`src/rtl/lcd_cmd_pkg.sv`:
```
// -----------------------------------------------------------------------------
// lcd_cmd_pkg
//   Shared definitions for the LCD write-bus receive decoder.
//   - LCD controller opcodes recognised by the monitor
//   - decoder FSM state encoding (exported on STATE_DBG of the top)
//   - FRMCTR1 parameter count and a helper that qualifies FRMCTR1 parameters
//   Optional feature macro used by the top: LCD_SHADOW_FRMCTR_EN
// -----------------------------------------------------------------------------
package lcd_cmd_pkg;

   // Controller opcodes
   localparam logic [7:0] OP_NOP     = 8'h00;
   localparam logic [7:0] OP_SWRESET = 8'h01;
   localparam logic [7:0] OP_SLPOUT  = 8'h11;
   localparam logic [7:0] OP_DISPON  = 8'h29;
   localparam logic [7:0] OP_FRMCTR1 = 8'hB1;
   localparam logic [7:0] OP_FRMCTR2 = 8'hB2;
   localparam logic [7:0] OP_FRMCTR3 = 8'hB3;

   // FRMCTR1 carries three parameter bytes
   localparam int FRMCTR1_NPARAM = 3;

   // Decoder FSM states
   typedef enum logic [1:0] {
      S_RESET = 2'd0,
      S_IDLE  = 2'd1,
      S_SHIFT = 2'd2
   } state_t;

   // True when a parameter byte with index idx, following command cmd,
   // belongs to the FRMCTR1 shadow set.
   function automatic logic is_frmctr1_param(input logic [7:0] cmd,
                                             input logic [7:0] idx);
      return (cmd == OP_FRMCTR1) && (idx < 8'(FRMCTR1_NPARAM));
   endfunction

endpackage

```
`src/rtl/lcd_spi_sync.sv`:
```
// -----------------------------------------------------------------------------
// lcd_spi_sync
//   Multi-flop synchronizer for the asynchronous LCD write-bus pins, plus
//   rising-edge detection on the synchronized SCL and CS levels.
//   Ports:
//     clk, rst          system clock, synchronous active-high reset
//     scl, mosi, cs,
//     dc, lcd_rstn      raw bus pins (asynchronous to clk)
//     mosi_s, cs_s,
//     dc_s, lcd_rstn_s  synchronized levels (all with identical delay)
//     scl_rise          one-clk pulse on synchronized SCL 0->1
//     cs_rise           one-clk pulse on synchronized CS 0->1
//   SYNC_STAGES must be at least 2.
// -----------------------------------------------------------------------------
module lcd_spi_sync
   import lcd_cmd_pkg::*;
#(
   parameter int SYNC_STAGES = 2
) (
   input  logic clk,
   input  logic rst,
   input  logic scl,
   input  logic mosi,
   input  logic cs,
   input  logic dc,
   input  logic lcd_rstn,
   output logic mosi_s,
   output logic cs_s,
   output logic dc_s,
   output logic lcd_rstn_s,
   output logic scl_rise,
   output logic cs_rise
);

   localparam int LAST = SYNC_STAGES - 1;

   // Bit order inside each stage: {lcd_rstn, dc, cs, mosi, scl}.
   // Reset to the idle bus: CS deasserted and LCD not in reset, so leaving
   // RST never produces a spurious LCD reset or edge.
   localparam logic [4:0] IDLE_BUS = 5'b10100;

   logic [4:0] stage [SYNC_STAGES];
   logic       scl_prev;
   logic       cs_prev;

   always_ff @(posedge clk) begin
      if (rst) begin
         for (int i = 0; i < SYNC_STAGES; i++) begin
            stage[i] <= IDLE_BUS;
         end
         scl_prev <= 1'b0;
         cs_prev  <= 1'b1;
      end else begin
         stage[0] <= {lcd_rstn, dc, cs, mosi, scl};
         for (int i = 1; i < SYNC_STAGES; i++) begin
            stage[i] <= stage[i-1];
         end
         scl_prev <= stage[LAST][0];
         cs_prev  <= stage[LAST][2];
      end
   end

   assign mosi_s     = stage[LAST][1];
   assign cs_s       = stage[LAST][2];
   assign dc_s       = stage[LAST][3];
   assign lcd_rstn_s = stage[LAST][4];
   assign scl_rise   = stage[LAST][0] & ~scl_prev;
   assign cs_rise    = stage[LAST][2] & ~cs_prev;

endmodule

```
`src/rtl/lcd_spi_rx_decoder.sv`:
```
// -----------------------------------------------------------------------------
// lcd_spi_rx_decoder
//   Receive-side decoder for the 4-wire LCD write bus. Oversamples SCL/MOSI/
//   CS/DC/LCD_RSTN on CLK, rebuilds MSB-first bytes, tags each byte as a
//   command (DC=0) or parameter (DC=1) and numbers parameters since the last
//   command.
//   Ports:
//     CLK, RST          system clock, synchronous active-high reset
//     SCL, MOSI, CS,
//     DC, LCD_RSTN      observed bus pins (asynchronous)
//     BYTE_DATA         last decoded byte (holds between pulses)
//     BYTE_VALID        one-CLK pulse per decoded byte
//     BYTE_IS_CMD       1 when BYTE_DATA was sent with DC=0
//     PARAM_IDX         0-based parameter index, saturating at FFh
//     CMD_LATCHED       most recent command byte
//     FRAME_ERR         one-CLK pulse when CS rises mid-byte
//     LCD_IN_RESET      1 while synchronized LCD_RSTN is low
//     FRMCTR1_P0/P1/P2  shadow copies of the FRMCTR1 parameters
//     FRMCTR1_UPD       one-CLK pulse when FRMCTR1 parameter 2 is captured
//     STATE_DBG         current FSM state (lcd_cmd_pkg::state_t encoding)
//   Optional feature: define LCD_SHADOW_FRMCTR_EN to build the FRMCTR1
//   shadow registers; otherwise FRMCTR1_P* and FRMCTR1_UPD are tied to 0.
//
//   Output handshake: BYTE_VALID is a qualifier pulse with no ready/backpressure;
//   BYTE_DATA, BYTE_IS_CMD, PARAM_IDX and CMD_LATCHED are valid in the cycle
//   BYTE_VALID=1 and hold until the next pulse (or a reset).
// -----------------------------------------------------------------------------
module lcd_spi_rx_decoder
   import lcd_cmd_pkg::*;
#(
   parameter int SYNC_STAGES = 2
) (
   input  logic       CLK,
   input  logic       RST,
   input  logic       SCL,
   input  logic       MOSI,
   input  logic       CS,
   input  logic       DC,
   input  logic       LCD_RSTN,
   output logic [7:0] BYTE_DATA,
   output logic       BYTE_VALID,
   output logic       BYTE_IS_CMD,
   output logic [7:0] PARAM_IDX,
   output logic [7:0] CMD_LATCHED,
   output logic       FRAME_ERR,
   output logic       LCD_IN_RESET,
   output logic [7:0] FRMCTR1_P0,
   output logic [7:0] FRMCTR1_P1,
   output logic [7:0] FRMCTR1_P2,
   output logic       FRMCTR1_UPD,
   output logic [1:0] STATE_DBG
);

   // --------------------------------------------------------------------------
   // Input synchronization
   // --------------------------------------------------------------------------
   logic mosi_s;
   logic cs_s;
   logic dc_s;
   logic lcd_rstn_s;
   logic scl_rise;
   logic cs_rise;

   lcd_spi_sync #(
      .SYNC_STAGES (SYNC_STAGES)
   ) u_sync (
      .clk        (CLK),
      .rst        (RST),
      .scl        (SCL),
      .mosi       (MOSI),
      .cs         (CS),
      .dc         (DC),
      .lcd_rstn   (LCD_RSTN),
      .mosi_s     (mosi_s),
      .cs_s       (cs_s),
      .dc_s       (dc_s),
      .lcd_rstn_s (lcd_rstn_s),
      .scl_rise   (scl_rise),
      .cs_rise    (cs_rise)
   );

   // --------------------------------------------------------------------------
   // FSM
   // --------------------------------------------------------------------------
   state_t     state;
   state_t     state_nxt;
   logic       shift_en;      // accept one MOSI bit this cycle
   logic       drop_partial;  // discard the bits collected so far
   logic       frame_err_set; // CS rose with an incomplete byte

   logic [2:0] bit_cnt;
   logic [6:0] shift_reg;
   logic [7:0] byte_reg;
   logic       dc_reg;
   logic       byte_pend;     // complete byte waiting to be published
   logic [7:0] param_cnt;

   always_ff @(posedge CLK) begin
      if (RST) begin
         state <= S_IDLE;
      end else begin
         state <= state_nxt;
      end
   end

   always_comb begin
      state_nxt     = state;
      shift_en      = 1'b0;
      drop_partial  = 1'b0;
      frame_err_set = 1'b0;

      if (!lcd_rstn_s) begin
         // LCD reset overrides everything; the partial byte is silently lost.
         state_nxt    = S_RESET;
         drop_partial = 1'b1;
      end else begin
         case (state)
            S_RESET: begin
               state_nxt    = S_IDLE;
               drop_partial = 1'b1;
            end
            S_IDLE: begin
               if (!cs_s) begin
                  state_nxt = S_SHIFT;
               end
            end
            S_SHIFT: begin
               // cs_rise wins over a coincident scl_rise: that bit is discarded.
               if (cs_rise) begin
                  state_nxt     = S_IDLE;
                  drop_partial  = 1'b1;
                  frame_err_set = (bit_cnt != 3'd0);
               end else if (scl_rise && !cs_s) begin
                  shift_en = 1'b1;
               end
            end
            default: begin
               state_nxt = S_IDLE;
            end
         endcase
      end
   end

   assign STATE_DBG = state;

   // --------------------------------------------------------------------------
   // Bit assembly. The completed byte is parked for one cycle in byte_reg so
   // BYTE_VALID lands SYNC_STAGES+2 clocks after the SCL pin edge.
   // --------------------------------------------------------------------------
   always_ff @(posedge CLK) begin
      if (RST) begin
         bit_cnt   <= 3'd0;
         shift_reg <= 7'd0;
         byte_reg  <= 8'd0;
         dc_reg    <= 1'b0;
         byte_pend <= 1'b0;
      end else begin
         byte_pend <= 1'b0;
         if (drop_partial) begin
            bit_cnt <= 3'd0;
         end else if (shift_en) begin
            shift_reg <= {shift_reg[5:0], mosi_s};
            bit_cnt   <= bit_cnt + 3'd1;   // wraps to 0 after the 8th bit
            if (bit_cnt == 3'd7) begin
               byte_reg  <= {shift_reg, mosi_s};
               dc_reg    <= dc_s;
               byte_pend <= 1'b1;
            end
         end
      end
   end

   // --------------------------------------------------------------------------
   // Byte publication, command/parameter tracking
   // --------------------------------------------------------------------------
   always_ff @(posedge CLK) begin
      if (RST) begin
         BYTE_DATA    <= 8'd0;
         BYTE_VALID   <= 1'b0;
         BYTE_IS_CMD  <= 1'b0;
         PARAM_IDX    <= 8'd0;
         CMD_LATCHED  <= 8'd0;
         FRAME_ERR    <= 1'b0;
         LCD_IN_RESET <= 1'b0;
         param_cnt    <= 8'd0;
      end else begin
         BYTE_VALID   <= 1'b0;
         FRAME_ERR    <= frame_err_set;
         LCD_IN_RESET <= ~lcd_rstn_s;
         if (!lcd_rstn_s) begin
            // A byte completing as the LCD enters reset is dropped with it.
            CMD_LATCHED <= 8'd0;
            param_cnt   <= 8'd0;
         end else if (byte_pend) begin
            BYTE_VALID  <= 1'b1;
            BYTE_DATA   <= byte_reg;
            BYTE_IS_CMD <= ~dc_reg;
            if (!dc_reg) begin
               // PARAM_IDX deliberately keeps its previous value on commands.
               CMD_LATCHED <= byte_reg;
               param_cnt   <= 8'd0;
            end else begin
               PARAM_IDX <= param_cnt;
               if (param_cnt != 8'hFF) begin
                  param_cnt <= param_cnt + 8'd1;
               end
            end
         end
      end
   end

   // --------------------------------------------------------------------------
   // FRMCTR1 shadow registers
   // --------------------------------------------------------------------------
`ifdef LCD_SHADOW_FRMCTR_EN
   logic shadow_load;

   // Uses the same qualifiers as the parameter path above, so the load lands
   // in the same cycle as the matching BYTE_VALID.
   assign shadow_load = byte_pend && lcd_rstn_s && dc_reg &&
                        is_frmctr1_param(CMD_LATCHED, param_cnt);

   // Cleared by RST only; an LCD reset leaves the last programmed values.
   always_ff @(posedge CLK) begin
      if (RST) begin
         FRMCTR1_P0  <= 8'd0;
         FRMCTR1_P1  <= 8'd0;
         FRMCTR1_P2  <= 8'd0;
         FRMCTR1_UPD <= 1'b0;
      end else begin
         FRMCTR1_UPD <= 1'b0;
         if (shadow_load) begin
            case (param_cnt[1:0])
               2'd0:    FRMCTR1_P0 <= byte_reg;
               2'd1:    FRMCTR1_P1 <= byte_reg;
               2'd2: begin
                  FRMCTR1_P2  <= byte_reg;
                  FRMCTR1_UPD <= 1'b1;
               end
               default: ;
            endcase
         end
      end
   end
`else
   assign FRMCTR1_P0  = 8'd0;
   assign FRMCTR1_P1  = 8'd0;
   assign FRMCTR1_P2  = 8'd0;
   assign FRMCTR1_UPD = 1'b0;
`endif

endmodule

```
`config.mk`:
```
export PLATFORM = sky130hd
export DESIGN_NAME = lcd_spi_rx_decoder
export DESIGN_NICKNAME = d
export VERILOG_FILES = /design/src/rtl/lcd_cmd_pkg.sv /design/src/rtl/lcd_spi_sync.sv /design/src/rtl/lcd_spi_rx_decoder.sv
export SDC_FILE = /design/constraint.sdc
export NUM_CORES = 1
export LEC_CHECK = 0
export BUFFER_PORTS_ARGS = -buffer_cell sky130_fd_sc_hd__buf_2
export CORE_MARGIN = 2
export CORE_UTILIZATION = 53
export DETAILED_ROUTE_END_ITERATION = 12
export PLACE_DENSITY_LB_ADDON = 0.1
export SYNTH_ARGS = -nofsm -noshare
export SYNTH_HDL_FRONTEND = slang
export SYNTH_SLANG_ARGS = --single-unit
```
`constraint.sdc`:
```
create_clock -name CLK -period 2.1 [get_ports CLK]
set_clock_uncertainty 0.15 [all_clocks]
set_input_delay 0.315 -clock CLK [delete_from_list [all_inputs] [get_ports CLK]]
set_output_delay 0.315 -clock CLK [all_outputs]
set_load 0.005 [all_outputs]
```
==> results.toml <==
[timing]
relSlewSlack_pct = 61.9
finalHoldViolations = 0
setup_viol = 0
worstMarginPinSlew_ps = 571
fin_setup_tns_ps = 0
post-route-period-util_pct = 81.5
drv_slew = 0
grt_setup_unrepaired = "false"
post-route-min-period_ps = 1710
max_clock_freq_mhz = 584

[synthesis]
synthFlopType = "dfxtp_1"
syn_inst = 295
ys_types = 37
yosysSeqAreaShare_pct = 51.0
synth_largest_area_cell = "dfxtp_1"
synthesis.area_sq_um = 2750
yosysWarnings = 0
ys_top_cells_by_area = "dfxtp_1 51%, mux2i_1 9.5%, buf_4 7.4%"
ys_seq_elements = 70
async_flop_share_pct = 0
synth_edf_count = 0
syn_avg_cell_area_sq_um = 9.32
post-synth-top-area-fraction_pct = 51.0

[outcome]
outcome = "finished, final reports clean"

[place]
place_area_sq_um = 2870
dp.cells = 389
hpwl_um = 3200
port_buffers = 36
gp_congestion = 0.708

[floorplanning]
die_w_um = 76.0
fp-row-count = 26
ioPinCount = 62
core_sq_um = 5040
start_util_pct = 54.5
dieHeight_um = 76.0
die_area_sq_um = 5780

[global_routing]
overflow = 0
antenna_found_initial = 0
grt_max_degree = 49
grt_pass1_wl_um = 8150
grt_pass1_vias = 1786
gr-usage-all-layers_pct = 17.5

[final_layout]
seqCellArea_sq_um = 1400
largest_reg_flops = 10
drive_gt1_share_pct = 19.6
largest-register = "u_sync.stage"
final_area_sq_um = 3050
final_cells = 406
multi_input_area_sq_um = 1160
antennaDiodeCount = 0
final.fill_count = 473
finalNetCount = 342
area_growth_syn_to_layout_pct = 10.9

[clock_network]
clkLatencyLatePin_ps = 340
cts_sinks = 70
max-clock-path-buffers = 2
numCtsBuffers = 9
clkSlewWorstSetupHoldPaths_ps = 70
htree_num_levels = 3
cts_tree = "yes"
root_buffer = "clkbuf_8"
cts_setup_buffers = 0
post_cts_resized = 0

[worst_setup_path]
reg2reg_depth = 5
slowest_stage = "o31ai_1"
cp.depth = 5
endpoint_kind = "flip-flop"
critical-path-top-delay-family = "compound AO/OA/AOI/OAI gates"
cp.required_ps = 2170
path_cells = "ha_1, nand2_1, o31ai_1, xor2_1, nor2_1"
arrival_ps = 1780
worstPathMaxFanout = 6
start_kind = "flip-flop"
slowest_delay_ps = 440
criticalPathCategory = "flip-flop to flip-flop"
worst-path-buf-inv = 0

[routing]
top_layer_used = "met4"
met3WireLength_um = 187
routed-via-count = 1916
route.detailed.drc = 0
ant_nets = 0
dr.first_iter.drc_count = 101
wl_met1_um = 2300
met2_length_um = 2180
wl_per_cell_um = 11.7
vias_per_cell = 4.72
dr.pass1.iters = 4
wirelength_um = 4760

[worst_hold_path]
hold_class = "input port to flip-flop"
whs_path_depth = 2

[power]
p_per_area_nw_per_um2 = 765
power_leakage_uw = 0.00147
vdd_ir_drop_max_mv = 0.424

[job]
cap_viol_max_count = 0
-- power breakdown --
group	total (uW)	internal, uW	switching [uW]
Clock	929	455	473
Sequential	1340	1340	5.60
Combinational	59.4	18.1	41.4
-- timing repair --
item | 4_1_cts | 5_1_grt
hold buffers | 1 | 0
hold endpoints to repair | 1 | 0
endpoints found under the setup margin | 0 | 0
-- metrics by stage --
stage	hold slack, ps	total power (uW)	util [%]	setup WS (ps)
CTS	0.200	2360	60.5	384
global placement	242	1430	56.9	437
global route	0.653	2430	60.5	270
floorplan	239	1450	-	525
detailed placement	250	1430	56.9	411
finish	13.1	2330	60.5	388
-- Yosys cell counts, types with 4 or more instances --
master	number
nor2_1	38
nor2b_1	10
inv_1	4
o21ai_0	4
ha_1	4
nand3_1	8
nand2_1	37
buf_4	27
mux2i_1	26
dfxtp_1	70
a21oi_1	20
or2_2	5
clkbuf_1	8
-- cell usage in the layout, fill, tap and decap left out, types with 2 or more instances in the layout --
cell type and instances:
a21o_1 2, a21oi_1 20, buf_2 36, buf_4 3
clkbuf_1 2, clkbuf_8 10, clkinv_2 3, conb_1 25
dfxtp_1 70, ha_1 4, inv_1 4, mux2i_1 26
nand2_1 37, nand2_2 3, nand2b_1 2, nand3_1 8
nor2_1 38, nor2b_1 10, nor3_1 3, o21ai_0 4
o31ai_1 2, or2_2 5, xnor2_1 2
-- worst register-to-register path: stages, from the launching register on --
cell     delay, ps
dfxtp_1        390
ha_1           270
nand2_1        120
o31ai_1        440
xor2_1         180
nor2_1          50
-- logic make-up (layout without fill, tap and decap cells) --
kind of cell    count (synthesis)  in the layout  synth area share [%]
other cells                     1             25                 0.136
mux                            26             26                  9.46
compound gates                 34             34                  7.33
fa+ha+maj                       4              4                  1.82
simple gates                  114            114                  19.4
xor+xnor                        3              3                 0.956
flops                          70             70                  51.0
buf+inv                        43             60                  9.96
-- final timing paths --
kind	slack [ps]	endpoint	from
hold / removal	10	u_sync.stage[0][2]	CS
hold reg to reg	260	u_sync.stage[0][7]	u_sync.stage[0][2]
setup reg to reg	390	param_cnt[0]	param_cnt[0]
setup / recovery	390	param_cnt[0]	param_cnt[0]
-- per-layer routing --
metal | up-vias | track usage, %
met5 | - | 0
met4 | 0 | 9.45
met3 | 8 | 3.32
met2 | 50 | 28.6
met1 | 866 | 21.9
li1 | 992 | -
-- final cells by class --
type                       count  area share [%]
sequential                    70            46.0
multi-input combinational    206            38.2
timing repair buffer          40            6.98
clock buffer                  12            4.76
tap                           70            2.87
clock inverter                 4           0.739
inverter                       4           0.492
No activity file was read; power rests on OpenSTA's default activity.
